$ cat config.mk
export PLATFORM = sky130hd
export DESIGN_NAME = control_sequencer
export DESIGN_NICKNAME = d
export VERILOG_FILES = /design/src/rtl/cpu_ctrl_pkg.sv /design/src/rtl/reg_decoder.sv /design/src/rtl/control_sequencer.sv
export SDC_FILE = /design/constraint.sdc
export NUM_CORES = 1
export LEC_CHECK = 0
export ABC_AREA = 1
export CAP_MARGIN = 20
export CORE_MARGIN = 1.5
export CORE_UTILIZATION = 39
export DETAILED_ROUTE_END_ITERATION = 10
export MAX_ROUTING_LAYER = met4
export PLACE_DENSITY_LB_ADDON = 0.3
export REMOVE_ABC_BUFFERS = 1
export SYNTH_ARGS = -nofsm -noshare
export SYNTH_HDL_FRONTEND = slang
export SYNTH_HIERARCHICAL = 1
export SYNTH_SLANG_ARGS = --single-unit
$ cat constraint.sdc
create_clock -name Clock -period 5.5 [get_ports Clock]
set_input_delay 1.65 -clock Clock [delete_from_list [all_inputs] [get_ports Clock]]
set_output_delay 1.65 -clock Clock [all_outputs]
set_load 0.05 [all_outputs]
$ cat src/rtl/cpu_ctrl_pkg.sv
// Shared definitions for the hardwired control sequencer: state encoding,
// opcode values and instruction-register field positions.
package cpu_ctrl_pkg;

   typedef enum logic [2:0] {
      S_IDLE = 3'd0,
      S_T0   = 3'd1,
      S_T1   = 3'd2,
      S_T2   = 3'd3,
      S_T3   = 3'd4,
      S_T4   = 3'd5,
      S_T5   = 3'd6,
      S_HALT = 3'd7
   } state_t;

   localparam logic [4:0] OP_ADD  = 5'b00011;
   localparam logic [4:0] OP_SUB  = 5'b00100;
   localparam logic [4:0] OP_AND  = 5'b01001;
   localparam logic [4:0] OP_OR   = 5'b01010;
   localparam logic [4:0] OP_NOP  = 5'b11010;
   localparam logic [4:0] OP_HALT = 5'b11011;

   localparam int OP_MSB = 31;
   localparam int OP_LSB = 27;
   localparam int RA_MSB = 26;
   localparam int RA_LSB = 23;
   localparam int RB_MSB = 22;
   localparam int RB_LSB = 19;
   localparam int RC_MSB = 18;
   localparam int RC_LSB = 15;

   function automatic logic is_alu(input logic [4:0] op);
      return (op == OP_ADD) || (op == OP_SUB) || (op == OP_AND) || (op == OP_OR);
   endfunction

endpackage

$ cat src/rtl/reg_decoder.sv
// 4-bit register index to 16-bit one-hot select; all zeros when disabled.
module reg_decoder (
   input  logic [3:0]  index,
   input  logic        en,
   output logic [15:0] one_hot
);

   always_comb begin
      one_hot = '0;
      if (en) one_hot[index] = 1'b1;
   end

endmodule

$ cat src/rtl/control_sequencer.sv
// Hardwired fetch/execute control sequencer for a single-bus datapath.
// Define CTRL_MEM_WAIT_EN to stretch T1 until MemRdy reports the read done.
module control_sequencer
   import cpu_ctrl_pkg::*;
(
   input  logic        Clock,
   input  logic        Reset,
   input  logic        Start,
   input  logic        Stop,
   input  logic        MemRdy,
   input  logic [31:0] IR,
   input  logic        CountLoad,
   input  logic [15:0] CountPreset,
   output logic        PCout,
   output logic        Zlowout,
   output logic        MDRout,
   output logic        MARin,
   output logic        Zin,
   output logic        PCin,
   output logic        MDRin,
   output logic        IRin,
   output logic        Yin,
   output logic        IncPC,
   output logic        Read,
   output logic        ADD,
   output logic        SUB,
   output logic        AND,
   output logic        OR,
   output logic        Run,
   output logic        Err,
   output logic [15:0] Rout,
   output logic [15:0] Rin,
   output logic [15:0] InstrCount,
   output state_t      DbgState
);

   state_t      state;
   logic        stop_pend;
   logic        err_q;
   logic [15:0] instr_count;

   logic [4:0]  opcode;
   logic [3:0]  ra, rb, rc;
   logic        alu_op, legal_op, active, t1_done, halt_req, retire, enter_halt;
   logic [3:0]  rout_idx;
   logic        rout_en, rin_en;
   logic        unused_ir;

   assign opcode    = IR[OP_MSB:OP_LSB];
   assign ra        = IR[RA_MSB:RA_LSB];
   assign rb        = IR[RB_MSB:RB_LSB];
   assign rc        = IR[RC_MSB:RC_LSB];
   assign unused_ir = ^IR[RC_LSB-1:0];

   assign alu_op   = is_alu(opcode);
   assign legal_op = alu_op || (opcode == OP_NOP) || (opcode == OP_HALT);
   assign active   = (state != S_IDLE) && (state != S_HALT);

`ifdef CTRL_MEM_WAIT_EN
   assign t1_done = MemRdy;
`else
   logic unused_mem_rdy;
   assign unused_mem_rdy = MemRdy;
   assign t1_done        = 1'b1;
`endif

   // A Stop seen in the retiring cycle itself counts as pending too.
   assign halt_req   = stop_pend | Stop;
   assign retire     = (state == S_T5) || ((state == S_T3) && !alu_op);
   assign enter_halt = ((state == S_T3) && !alu_op && ((opcode == OP_HALT) || halt_req)) ||
                       ((state == S_T5) && halt_req);

   always_ff @(posedge Clock) begin
      if (Reset) begin
         state       <= S_IDLE;
         stop_pend   <= 1'b0;
         err_q       <= 1'b0;
         instr_count <= 16'h0000;
      end else begin
         case (state)
            S_IDLE, S_HALT: if (Start) state <= S_T0;
            S_T0: state <= S_T1;
            S_T1: if (t1_done) state <= S_T2;
            S_T2: state <= S_T3;
            S_T3: begin
               if (alu_op)          state <= S_T4;
               else if (enter_halt) state <= S_HALT;
               else                 state <= S_T0;
            end
            S_T4: state <= S_T5;
            S_T5: state <= enter_halt ? S_HALT : S_T0;
            default: state <= S_IDLE;
         endcase

         if (enter_halt)           stop_pend <= 1'b0;
         else if (active && Stop)  stop_pend <= 1'b1;

         if ((state == S_T3) && !legal_op) err_q <= 1'b1;

         if (CountLoad)   instr_count <= CountPreset;
         else if (retire) instr_count <= instr_count + 16'd1;
      end
   end

   // Rb is driven in T3 and Rc in T4 through the same decoder.
   assign rout_idx = (state == S_T4) ? rc : rb;
   assign rout_en  = ((state == S_T3) && alu_op) || (state == S_T4);
   assign rin_en   = (state == S_T5);

   reg_decoder u_rout_dec (.index(rout_idx), .en(rout_en), .one_hot(Rout));
   reg_decoder u_rin_dec  (.index(ra),       .en(rin_en),  .one_hot(Rin));

   always_comb begin
      PCout   = 1'b0;
      Zlowout = 1'b0;
      MDRout  = 1'b0;
      MARin   = 1'b0;
      Zin     = 1'b0;
      PCin    = 1'b0;
      MDRin   = 1'b0;
      IRin    = 1'b0;
      Yin     = 1'b0;
      IncPC   = 1'b0;
      Read    = 1'b0;
      ADD     = 1'b0;
      SUB     = 1'b0;
      AND     = 1'b0;
      OR      = 1'b0;
      case (state)
         S_T0: begin PCout = 1'b1; MARin = 1'b1; IncPC = 1'b1; Zin = 1'b1; end
         S_T1: begin Zlowout = 1'b1; PCin = 1'b1; Read = 1'b1; MDRin = 1'b1; end
         S_T2: begin MDRout = 1'b1; IRin = 1'b1; end
         S_T3: Yin = alu_op;
         S_T4: begin
            Zin = 1'b1;
            ADD = (opcode == OP_ADD);
            SUB = (opcode == OP_SUB);
            AND = (opcode == OP_AND);
            OR  = (opcode == OP_OR);
         end
         S_T5: Zlowout = 1'b1;
         default: ;
      endcase
   end

   assign Run        = active;
   assign Err        = err_q;
   assign InstrCount = instr_count;
   assign DbgState   = state;

endmodule
==> run metrics <==
# resized after CTS=0; top-count cell post-synth=nor2_1; Num CTS Buffers=3; global-route wire length before repair=9294 um; area leader, netlist=dfxtp_1; initial antenna violation count=0; drt drc=11; H-tree depth=1; Clock Tree Buf Depth=2; Post-CTS Hold Fix Bufs=0; Initial DRC Count=116; Clock Skew=0.009052 ns; Mapped Cells=334; DIE WIDTH=71.68 um; grt ovf=0; Netlist Area Pre-Place=1839 sq um; routed vias/inst=5.079; reg2reg start=DbgState[2]; Setup Fix Bufs, Post-CTS=0; status=finished with violations; R2R Path End=InstrCount[4]; Max-Cap Viols=0; fmax=194.8 MHz; min cycle time layout=5.132 ns; YS warnings=6; Pleak=1.261 nW; Post-synth EDFFs=0; Gate power share=44.5%; Finished Cell Area=3057 sq um; RSZ-0062 raised after global routing=no; routability congestion estimate=0.8715; Power Dens Cells=170.6 nW/um^2; hold path start=Err; Area Growth Syn to Fin=66.19%; Slew Limit Fails=0; switching power share of the total=42.25%; switching power=0.2203 mW; final setup vio count=0; Post-DP HPWL=4597 um; final hold vios=0; peak supply drop=0.1114 mV; Crit path arrival time=3.48 ns; row count=24; worst min path class=reg2reg; WS Path Type=in2out; slew margin rel.=57.26%; DRT Pass-1 Iters=7; Internal=0.3011 mW; clock share of power=20.4%; placed cells=476; flops & latches, synth=21; Hold Path End=Err; overall die area=5137 sq um; filler cell count=389; Least-Margin Pin Slew=0.6404 ns; ys flop type=dfxtp_1; clock sink count=21; largest net degree at the start of global routing=24; layout cells sized above 1=7.243%; Via Count=2438; I/O pin cnt=122; ANT nets after route=0; distinct cell type count after synthesis=29; initial core utilization=41.39%; CP startpoint kind=primary input; flop2flop setup slack=3.60 ns; GRT Overall Usage=22.39%; die height=71.68 um; NumNets Final=484; register share of total power=35.1%; worst skew pair latency=0.27 ns; vias in the first global route=2134; CP endpoint kind=primary output; FF-to-FF path depth=7; top-area cell type share of the netlist area=22.86%; diodes inserted=0; drt wl/cell=12.15 um; top cells by area, synth=dfxtp_1, nor2_1, nand2_1; clock transition at the registers of the reported paths=0.09 ns; critical path required time=3.85 ns; CTS tree=built; TNS Setup=0 ns; hold depth=2; synth cell count leaders=nor2_1, nand2_1, inv_1; ys async rst share=0%; area post-placement=3010 sq um; Pwr Total=0.5213 mW; Core Region=4444 sq um; post-route clock period utilization=93.32%; PortBufs=105; CTS root buffer=clkbuf_8; Post-Syn Area per Cell=5.507 sq um; Crit Path Max Fanout=5; sequential fraction of the synthesis area=22.86%; Detailed Route WL=5833 um; failing checks=design-rule violations; Finished Layout Cells=480
## logic make-up (layout without fill, tap and decap cells)
family | after synthesis | count (layout) | share of synthesized area [%]
AOI/OAI and AO/OA | 42 | 42 | 11.97
xor gates and xnor gates | 3 | 3 | 1.429
adders and majority gates | 1 | 1 | 0.6802
buffers and inverters | 56 | 150 | 13.94
DFF | 21 | 21 | 22.86
muxes | 1 | 1 | 0.5442
and+or+nand+nor | 210 | 210 | 48.57
## metal layers
layer	track usage [%]	up-vias	wire (um)
met2	40.43	88	2879
met1	26.22	1100	2450
li1	-	1245	-
met5	-	-	0
met4	5.031	0	41
met3	3.094	5	461
## final cells by class
type	count	area [sq um]	share of cell area, %
clock inverter	1	5.005	0.1637
clock buffer	3	41.29	1.351
multi-input combinational	257	1162	38.03
timing repair buffer	105	1209	39.54
inverter	41	153.9	5.035
sequential	21	420.4	13.75
tap	52	65.06	2.129
## stage by stage
step | util [%] | hold slack (ns) | worst slack (ns)
after detailed placement | 67.74 | 0.4620 | 0.3632
after floorplan | - | 0.4950 | 0.3172
after global placement | 67.74 | 0.4399 | 0.4270
after global routing | 68.78 | 0.5023 | 0.1798
final | 68.78 | 0.4683 | 0.3676
after CTS | 68.78 | 0.4749 | 0.3577
## power groups by stage
stage                     combinational, mW  sequential [mW]  clock (mW)
after floorplan                       0.102            0.223           0
after global placement                0.228            0.185           0
after detailed placement              0.231            0.186           0
after CTS                             0.232            0.183       0.105
after global routing                  0.248            0.185       0.112
final                                 0.232            0.183       0.106
## sequential cells by signal, indices dropped and copies added, names as in the netlist
name / count
InstrCount: 16
DbgState: 3
Err: 1
stop_pend: 1
## placed cells by master, fill, tap and decap left out, types with 2 or more instances in the layout
cell / count
nor3_1: 3
buf_12: 16
nand3b_1: 2
inv_1: 40
or2_2: 3
dfxtp_1: 21
o21bai_1: 2
o21ai_0: 20
clkdlybuf4s50_1: 88
nand2_1: 77
clkbuf_8: 3
nand2_2: 2
xnor2_1: 2
nor2_1: 78
a21oi_1: 16
a31oi_1: 2
nor2_2: 3
nand4_1: 9
nand3_1: 30
## how the worst max path moves through the flow
stage           startpoint       to  slack [ns]  cells past startpoint
2_1_floorplan  DbgState[0]    IncPC        0.32                      4
3_3_place_gp        IR[27]  Rout[0]        0.43                     10
3_5_place_dp        IR[27]  Rout[2]        0.36                     10
4_1_cts             IR[27]  Rout[2]        0.36                     10
5_1_grt             IR[27]  Rout[2]        0.18                     10
6_report            IR[27]  Rout[2]        0.37                     10
## critical path: stages
cell,delay [ns]
clkdlybuf4s50_1,0.53
inv_1,0.09
nor3_1,0.16
nand2_1,0.13
nand3_1,0.12
nand2_1,0.09
nand2_1,0.15
nand3_1,0.17
nor2_1,0.22
buf_12,0.17
(Power assumes the default switching activity.)
